## config.mk

```make
export PLATFORM = sky130hd
export DESIGN_NAME = oled_spi_capture
export DESIGN_NICKNAME = d
export VERILOG_FILES = /design/src/rtl/oled_pkg.sv /design/src/rtl/spi_byte_rx.sv /design/src/rtl/oled_spi_capture.sv
export SDC_FILE = /design/constraint.sdc
export NUM_CORES = 2
export LEC_CHECK = 0
export BUFFER_PORTS_ARGS = -buffer_cell sky130_fd_sc_hd__buf_2
export CAP_MARGIN = 20
export CORE_MARGIN = 2
export CORE_UTILIZATION = 60
export CTS_CLUSTER_SIZE = 25
export DETAILED_ROUTE_END_ITERATION = 8
export PLACE_DENSITY = 0.76
export SYNTH_ARGS = -nofsm -noshare
export SYNTH_HDL_FRONTEND = slang
export SYNTH_HIERARCHICAL = 1
export SYNTH_SLANG_ARGS = --single-unit
export TNS_END_PERCENT = 30
```

## constraint.sdc

```tcl
create_clock -name clk_i -period 9.65 [get_ports clk_i]
set_input_delay 1.93 -clock clk_i [delete_from_list [all_inputs] [get_ports clk_i]]
set_output_delay 1.93 -clock clk_i [all_outputs]
set_load 0.01 [all_outputs]
```

## src/rtl/oled_pkg.sv

```systemverilog
// Shared constants and types for the OLED SPI capture block: frame geometry,
// SSD1306-style page/column command encodings and the parser state type.
package oled_pkg;

   localparam int OLED_PAGES = 4;
   localparam int OLED_COLS  = 128;

   localparam logic [7:0] CMD_SET_PAGE = 8'h22;
   localparam logic [3:0] CMD_COL_LO   = 4'h0;
   localparam logic [4:0] CMD_COL_HI   = 5'b00010;

   typedef enum logic {
      CMD,
      PAGE_ARG
   } parse_state_e;

endpackage

```

## src/rtl/spi_byte_rx.sv

```systemverilog
// SPI responder front end: synchronizes CS/SCLK/SDI/DC, detects SCLK rising
// edges and assembles MSB-first bytes, emitting one strobe per completed byte.
module spi_byte_rx #(
   parameter int OVERSAMPLE_MIN = 4
) (
   input  logic       clk_i,
   input  logic       rst_i,
   input  logic       cs_i,
   input  logic       sclk_i,
   input  logic       sdi_i,
   input  logic       dc_i,
   output logic       byte_vld_o,
   output logic [7:0] byte_o,
   output logic       byte_dc_o
);

   logic [3:0] meta_q;
   logic [3:0] sync_q;
   logic       sclkPrev_q;
   logic [2:0] bitCnt_q;
   logic [6:0] shift_q;
   logic [3:0] halfCnt_q;
   logic       byteVld_q;
   logic [7:0] byte_q;
   logic       byteDc_q;

   logic csS;
   logic sclkS;
   logic sdiS;
   logic dcS;
   logic sclkRise;

   assign {csS, sclkS, sdiS, dcS} = sync_q;
   assign sclkRise = sclkS & ~sclkPrev_q;

   // Synchronizer stages reset to the idle bus (CS high, SCLK high) so that
   // leaving reset never looks like a select or a clock edge.
   always_ff @(posedge clk_i) begin
      if (rst_i) begin
         meta_q     <= 4'b1100;
         sync_q     <= 4'b1100;
         sclkPrev_q <= 1'b1;
         bitCnt_q   <= 3'd0;
         shift_q    <= 7'd0;
         byteVld_q  <= 1'b0;
         byte_q     <= 8'h00;
         byteDc_q   <= 1'b0;
      end else begin
         meta_q     <= {cs_i, sclk_i, sdi_i, dc_i};
         sync_q     <= meta_q;
         sclkPrev_q <= sclkS;
         byteVld_q  <= 1'b0;
         if (csS) begin
            bitCnt_q <= 3'd0;
         end else if (sclkRise) begin
            shift_q  <= {shift_q[5:0], sdiS};
            bitCnt_q <= bitCnt_q + 3'd1;
            if (bitCnt_q == 3'd7) begin
               byte_q    <= {shift_q, sdiS};
               byteDc_q  <= dcS;
               byteVld_q <= 1'b1;
            end
         end
      end
   end

   // Cycles since the last synchronized SCLK transition; guards the minimum
   // oversampling ratio the edge detector relies on.
   always_ff @(posedge clk_i) begin
      if (rst_i) begin
         halfCnt_q <= '1;
      end else if (sclkS != sclkPrev_q) begin
         assert (halfCnt_q >= 4'(OVERSAMPLE_MIN));
         halfCnt_q <= 4'd1;
      end else if (halfCnt_q != '1) begin
         halfCnt_q <= halfCnt_q + 4'd1;
      end
   end

   assign byte_vld_o = byteVld_q;
   assign byte_o     = byte_q;
   assign byte_dc_o  = byteDc_q;

endmodule

```

## src/rtl/oled_spi_capture.sv

```systemverilog
// OLED stream capture: parses page/column commands and stores data bytes in a
// 4x128 frame memory. Optional FRAME_DONE pulse under OLED_CAP_FRAME_DONE_EN.
module oled_spi_capture
   import oled_pkg::*;
#(
   parameter int OVERSAMPLE_MIN = 4
) (
   input  logic       clk_i,
   input  logic       rst_i,
   input  logic       cs_i,
   input  logic       sclk_i,
   input  logic       sdi_i,
   input  logic       dc_i,
   input  logic [1:0] rd_page_i,
   input  logic [6:0] rd_col_i,
   output logic [7:0] rd_data_o,
   output logic       byte_vld_o,
   output logic [7:0] byte_o,
   output logic       byte_dc_o,
   output logic       cmd_err_o,
   output logic [1:0] cur_page_o,
   output logic [6:0] cur_col_o,
   output logic       frame_done_o
);

   logic       rxVld;
   logic [7:0] rxByte;
   logic       rxDc;

   spi_byte_rx #(
      .OVERSAMPLE_MIN(OVERSAMPLE_MIN)
   ) u_rx (
      .clk_i     (clk_i),
      .rst_i     (rst_i),
      .cs_i      (cs_i),
      .sclk_i    (sclk_i),
      .sdi_i     (sdi_i),
      .dc_i      (dc_i),
      .byte_vld_o(rxVld),
      .byte_o    (rxByte),
      .byte_dc_o (rxDc)
   );

   parse_state_e state_q, state_d;
   logic errD, dataD, pageD, colLoD, colHiD;

   logic       byteVld_q;
   logic [7:0] byte_q;
   logic       byteDc_q;
   logic       cmdErr_q;
   logic       dataWr_q;
   logic       pageWr_q;
   logic       colLoWr_q;
   logic       colHiWr_q;
   logic [1:0] curPage_q;
   logic [6:0] curCol_q;
   logic [7:0] rdData_q;
   logic [7:0] mem_q [OLED_PAGES*OLED_COLS];

   // A data byte arriving while a page argument is expected aborts the
   // command and is still written as pixel data.
   always_comb begin
      state_d = state_q;
      errD    = 1'b0;
      dataD   = 1'b0;
      pageD   = 1'b0;
      colLoD  = 1'b0;
      colHiD  = 1'b0;
      if (rxDc) begin
         dataD = 1'b1;
         if (state_q == PAGE_ARG) begin
            errD    = 1'b1;
            state_d = CMD;
         end
      end else if (state_q == PAGE_ARG) begin
         pageD   = 1'b1;
         state_d = CMD;
      end else if (rxByte == CMD_SET_PAGE) begin
         state_d = PAGE_ARG;
      end else if (rxByte[7:4] == CMD_COL_LO) begin
         colLoD = 1'b1;
      end else if (rxByte[7:3] == CMD_COL_HI) begin
         colHiD = 1'b1;
      end else begin
         errD = 1'b1;
      end
   end

   // Stage 1 registers the byte, strobes and pending actions; stage 2 applies
   // the address updates one cycle later, alongside the memory write.
   always_ff @(posedge clk_i) begin
      if (rst_i) begin
         state_q   <= CMD;
         byteVld_q <= 1'b0;
         byte_q    <= 8'h00;
         byteDc_q  <= 1'b0;
         cmdErr_q  <= 1'b0;
         dataWr_q  <= 1'b0;
         pageWr_q  <= 1'b0;
         colLoWr_q <= 1'b0;
         colHiWr_q <= 1'b0;
         curPage_q <= 2'd0;
         curCol_q  <= 7'd0;
      end else begin
         byteVld_q <= rxVld;
         cmdErr_q  <= rxVld & errD;
         dataWr_q  <= rxVld & dataD;
         pageWr_q  <= rxVld & pageD;
         colLoWr_q <= rxVld & colLoD;
         colHiWr_q <= rxVld & colHiD;
         if (rxVld) begin
            state_q  <= state_d;
            byte_q   <= rxByte;
            byteDc_q <= rxDc;
         end
         if (dataWr_q) begin
            curCol_q <= curCol_q + 7'd1;
         end else if (colLoWr_q) begin
            curCol_q[3:0] <= byte_q[3:0];
         end else if (colHiWr_q) begin
            curCol_q[6:4] <= byte_q[2:0];
         end
         if (pageWr_q) begin
            curPage_q <= byte_q[1:0];
         end
      end
   end

   always_ff @(posedge clk_i) begin
      if (dataWr_q) begin
         mem_q[{curPage_q, curCol_q}] <= byte_q;
      end
   end

   always_ff @(posedge clk_i) begin
      if (rst_i) begin
         rdData_q <= 8'h00;
      end else begin
         rdData_q <= mem_q[{rd_page_i, rd_col_i}];
      end
   end

`ifdef OLED_CAP_FRAME_DONE_EN
   logic frameDone_q;

   always_ff @(posedge clk_i) begin
      if (rst_i) begin
         frameDone_q <= 1'b0;
      end else begin
         frameDone_q <= rxVld & dataD
                        & (curPage_q == 2'(OLED_PAGES - 1))
                        & (curCol_q == 7'(OLED_COLS - 1));
      end
   end

   assign frame_done_o = frameDone_q;
`else
   assign frame_done_o = 1'b0;
`endif

   assign rd_data_o  = rdData_q;
   assign byte_vld_o = byteVld_q;
   assign byte_o     = byte_q;
   assign byte_dc_o  = byteDc_q;
   assign cmd_err_o  = cmdErr_q;
   assign cur_page_o = curPage_q;
   assign cur_col_o  = curCol_q;

endmodule
```

* Yosys cells after proc, flatten, opt, wreduce, memory -nomap -nowiden
Memories as Yosys holds them, arrays and structs flattened. A register that Yosys moved wholly into a read port is not among the register bits.
Cells that the tools add are included.
** Word-level totals
- Register bits after elaboration :: 54
- RAM bits :: 4096
- Bits of input ports :: 15
- Output and inout port bits :: 29
- Logic and storage cells :: 71
- Memories :: 1
** Memory list
- mem_q :: words 512, width 8, rd ports 1, clocked after memory_dff 1, wr ports 1, RTL line oled_spi_capture.sv:58 : logic [7:0] mem_q [OLED_PAGES*OLED_COLS];
** Operators by class
- Add/subtract/negate cells :: 2
- Equality and inequality tests :: 4
- Mux-type cells :: 27
- Bitwise gates (word level) :: 9
- Reductions and logical operators :: 8
** Operators with widths (number)
- 1-bit 2-to-1 mux :: 23
- 8-bit by 6-bit == test with 1-bit output (second input constant) :: 1
- 7-bit by 1-bit adder with 7-bit output (second input constant) :: 1
- 7-bit 2-to-1 mux :: 1
- 1-bit AND :: 6
- 3-bit 2-to-1 mux :: 2
- 5-bit by 2-bit == test with 1-bit output (second input constant) :: 1
- 4-bit zero test :: 1
- 4-bit 2-to-1 mux :: 1
- 2-bit AND reduction :: 2
- 2-bit nonzero test :: 2
- 3-bit by 1-bit adder with 3-bit output (second input constant) :: 1
- 3-bit == test (second input constant) :: 1
- 1-bit inverter :: 3
- 3-bit AND reduction :: 1
- 3-bit OR reduction :: 1
- 2-bit != test (second input constant) :: 1
- 2-bit OR reduction :: 1

* Longest topological paths before layout
- Depth after elaboration :: 7
- Mapped depth :: 14
- Mapped depth without buffers :: 7

* Hierarchy
The synthesis kept the hierarchy.
** By module, submodules not included
- oled_spi_capture :: times used 1, cells each 7641, area an instance 161357.3 sq um, seq. area each 123658.6 sq um
- spi_byte_rx :: times used 1, cells each 106, area an instance 992.2 sq um, seq. area each 580.6 sq um

* Least setup slack after synthesis
OpenSTA, ideal clock, no wires.
- Path type :: register to output
- Start point :: reg, netlist name byte_o[0]
- End point :: out byte_o[0]
- Arrival time :: 6624 ps
- Setup slack :: 1096 ps
- Cell stages (with the launch flop) :: 1
- Path buffers :: 0
- Cell sequence :: dfxtp_1
** RTL lines
- end: declaration :: RTL line oled_spi_capture.sv:18 : output logic [7:0] byte_o,

==> results.ini <==
[die]
rows = 190
die-width_um = 524
io-pin-count = 44
initial_core_util_pct = 60.4
die-area_mm2 = 0.275
core_mm2 = 0.269
die_h_um = 524

[power]
combPwrFrac_pct = 3.7
worst_ir_drop_vdd_v = 0.000162
p_leak_uw = 0.0565
p_clk_share_pct = 43.0
p_int_uw = 29100
p_sw_share_pct = 20.6
switching_power_uw = 7530
power_frac_seq_pct = 53.4
p_per_area_mw_per_mm2 = 205

[sta]
worst_pin_slew_ns = 1.25
finalMaxSlewViolations = 0
hold_slack_ns = 0.414
max_freq_mhz = 168
clock_skew_ns = 0.0771
slew_headroom_pct = 15.8
rsz0062_at_grt = false
setup_viol = 0
period_share_pct = 61.6
finalHoldViolations = 0
fin_crit_ns = 5.95
finalSetupTns_ns = 0

[final_layout]
layout_commonest_cell = edfxtp_1
drive_gt1_share_pct = 21.5
fin_nets = 7894
layout_common_cells = edfxtp_1 (4096), mux4_2 (861), nor2_1 (605), clkbuf_16 (410), mux2i_1 (374)
regArea_mm2 = 0.124
multi_input_area_mm2 = 0.0347
fillers = 16300
syn2layout_area_growth_pct = 9.95

[logic_synthesis]
ys_async_sr_fraction_pct = 0
synth-edff-count = 4096
yosys.area.top_type = edfxtp_1
yosysWarnings = 6
syn_area_per_cell_um2 = 21.0
syn_nets = 7768
syn_inst = 7747
synth_top_area_share_pct = 75.8
synth_top_cells_by_area = edfxtp_1 (76%), mux4_2 (12%), mux2i_1 (2.3%)
synth_top_flop_cell = edfxtp_1
ys_seq_elements = 4158
synth_area_mm2 = 0.162
synth_cell_type_count = 95
synth-seq-area-share_pct = 76.5

[drt]
num_vias = 81919
drt_first_pass_iters = 6
ant_nets = 0
route.detailed.drc = 0
wl_um = 408000
wire_per_inst_um = 34.6
drtIter0Drc = 12329
vias_per_cell = 6.96

[clock_network]
ctsResizeCount = 0
cts.clk_slew.worst_paths_ns = 0.06
postCtsSetupBuffers = 0
numCtsBuffers = 403
insertion_delay_ns = 0.95
clock-sinks = 4158
hold_buffers = 0
htree_levels = 5
cts-root-buf = clkbuf_16
clockBufferDepth = 4
tritoncts = built

[global_route]
grt_overflow = 0
grt_max_degree = 191
track_usage_pct = 29.8
grt_pass1_wl_um = 586000
grt_pass1_vias = 81484
antenna_found_initial = 24

[placed_design]
place.port_buffers = 42
place_congestion = 0.890
dp_hpwl_um = 236000

[setup_path]
critPathKind = in -> reg
crit_arrival_ns = 6.74
end_kind = flop
cp.required_ns = 10.44
ff2ff_setup_slack_ns = 5.55
cp-start-kind = input port
crit_fanout = 47

[flow_run]
cap_violations = 0

[worst_hold_path]
hp-class = reg -> reg

[status]
status = completed

registers in the layout, summed over array words and instances, names as in the netlist, 2 cells and up:
signal	cells
u_rx/sync_q	4
u_rx/byte_o	8
u_rx/meta_q	4
u_rx/bitCnt_q	3
cur_col_o	7
rd_data_o	8
u_rx/shift_q	7
byte_o	8
cur_page_o	2
mem_q	4096
power by group through the flow:
stage | clock network [uW] | logic, uW | registers (uW)
2_1_floorplan | 0 | 949 | 19900
3_3_place_gp | 0 | 1300 | 19900
3_5_place_dp | 0 | 1310 | 19900
4_1_cts | 15800 | 1330 | 19500
5_1_grt | 16500 | 1390 | 19500
6_report | 15700 | 1350 | 19500
routing by layer:
layer  global-route usage [%]  share of wire [%]  routed length, um
met4                     12.6                4.7              19300
met3                     7.11                 12              50100
met2                     46.3                 48             195000
met5                        0              0.025                103
met1                     41.3                 35             143000
synthesized netlist by cell type, types with 17 or more instances:
library cell / n
a211oi_1: 30
a21oi_1: 166
a22oi_1: 100
buf_1: 27
buf_12: 33
buf_2: 92
buf_4: 36
buf_6: 60
buf_8: 27
clkbuf_1: 186
clkbuf_8: 17
dfxtp_1: 62
edfxtp_1: 4096
mux2_2: 40
mux2i_1: 374
mux4_1: 39
mux4_2: 861
nand2_1: 172
nand3_1: 36
nor2_1: 606
nor2b_1: 28
nor3_1: 38
o21ai_0: 56
o221ai_1: 135
o22ai_1: 118
or3_1: 24
metrics by stage:
step / cell area (um^2) / worst slack [ns] / utilization, % / power, uW / std cells
floorplan: 162000 / 1.10 / - / 20900 / 7747
global placement: 165000 / 2.70 / 61.4 / 21200 / 11002
detailed placement: 165000 / 2.99 / 61.5 / 21200 / 11010
CTS: 178000 / 3.86 / 66.4 / 36700 / 11749
global route: 178000 / 3.71 / 66.4 / 37400 / 11764
finish: 178000 / 3.70 / 66.4 / 36600 / 11771
layout make-up:
| class | count | area share (%) |
|---|---|---|
| diodes | 12 | 0.0168 |
| clock buffers | 493 | 5.95 |
| clock inverters | 246 | 1.41 |
| inverters | 11 | 0.0266 |
| multi-input cells | 3093 | 19.5 |
| flip-flops and latches | 4158 | 69.6 |
| well taps | 3552 | 2.49 |
| repair buffers | 206 | 1.02 |
path summary, 6_finish.rpt:
kind | startpoint | to | cells after the start
worst max-delay path | rd_col_i[3] | rd_data_o[6] | 11
worst min register to register | u_rx/meta_q[2] | u_rx/sync_q[2] | 1
worst max register to register | byte_o[5] | mem_q[28][5] | 4
worst min-delay path | u_rx/meta_q[2] | u_rx/sync_q[2] | 1
cell families after synthesis:
group,Yosys count,synth area share [%]
flops,4158,76.5
xor+xnor,1,0.00540
simple gates,1008,2.71
compound gates,763,3.34
other cells,1,0.00231
mux,1314,15.2
buf+inv,496,2.22
fa+ha+maj,6,0.0462
worst max-delay path, cell delays in order:
cell and delay (ns):
buf_4 0.51, buf_4 0.52, nor2b_4 0.71, buf_4 0.73
a22oi_1 0.25, nand3_1 0.31, o211ai_1 0.38, a2111oi_1 0.71
buf_4 0.23, and2b_4 0.18, o221ai_2 0.15
No activity file was read; power rests on OpenSTA's default activity.
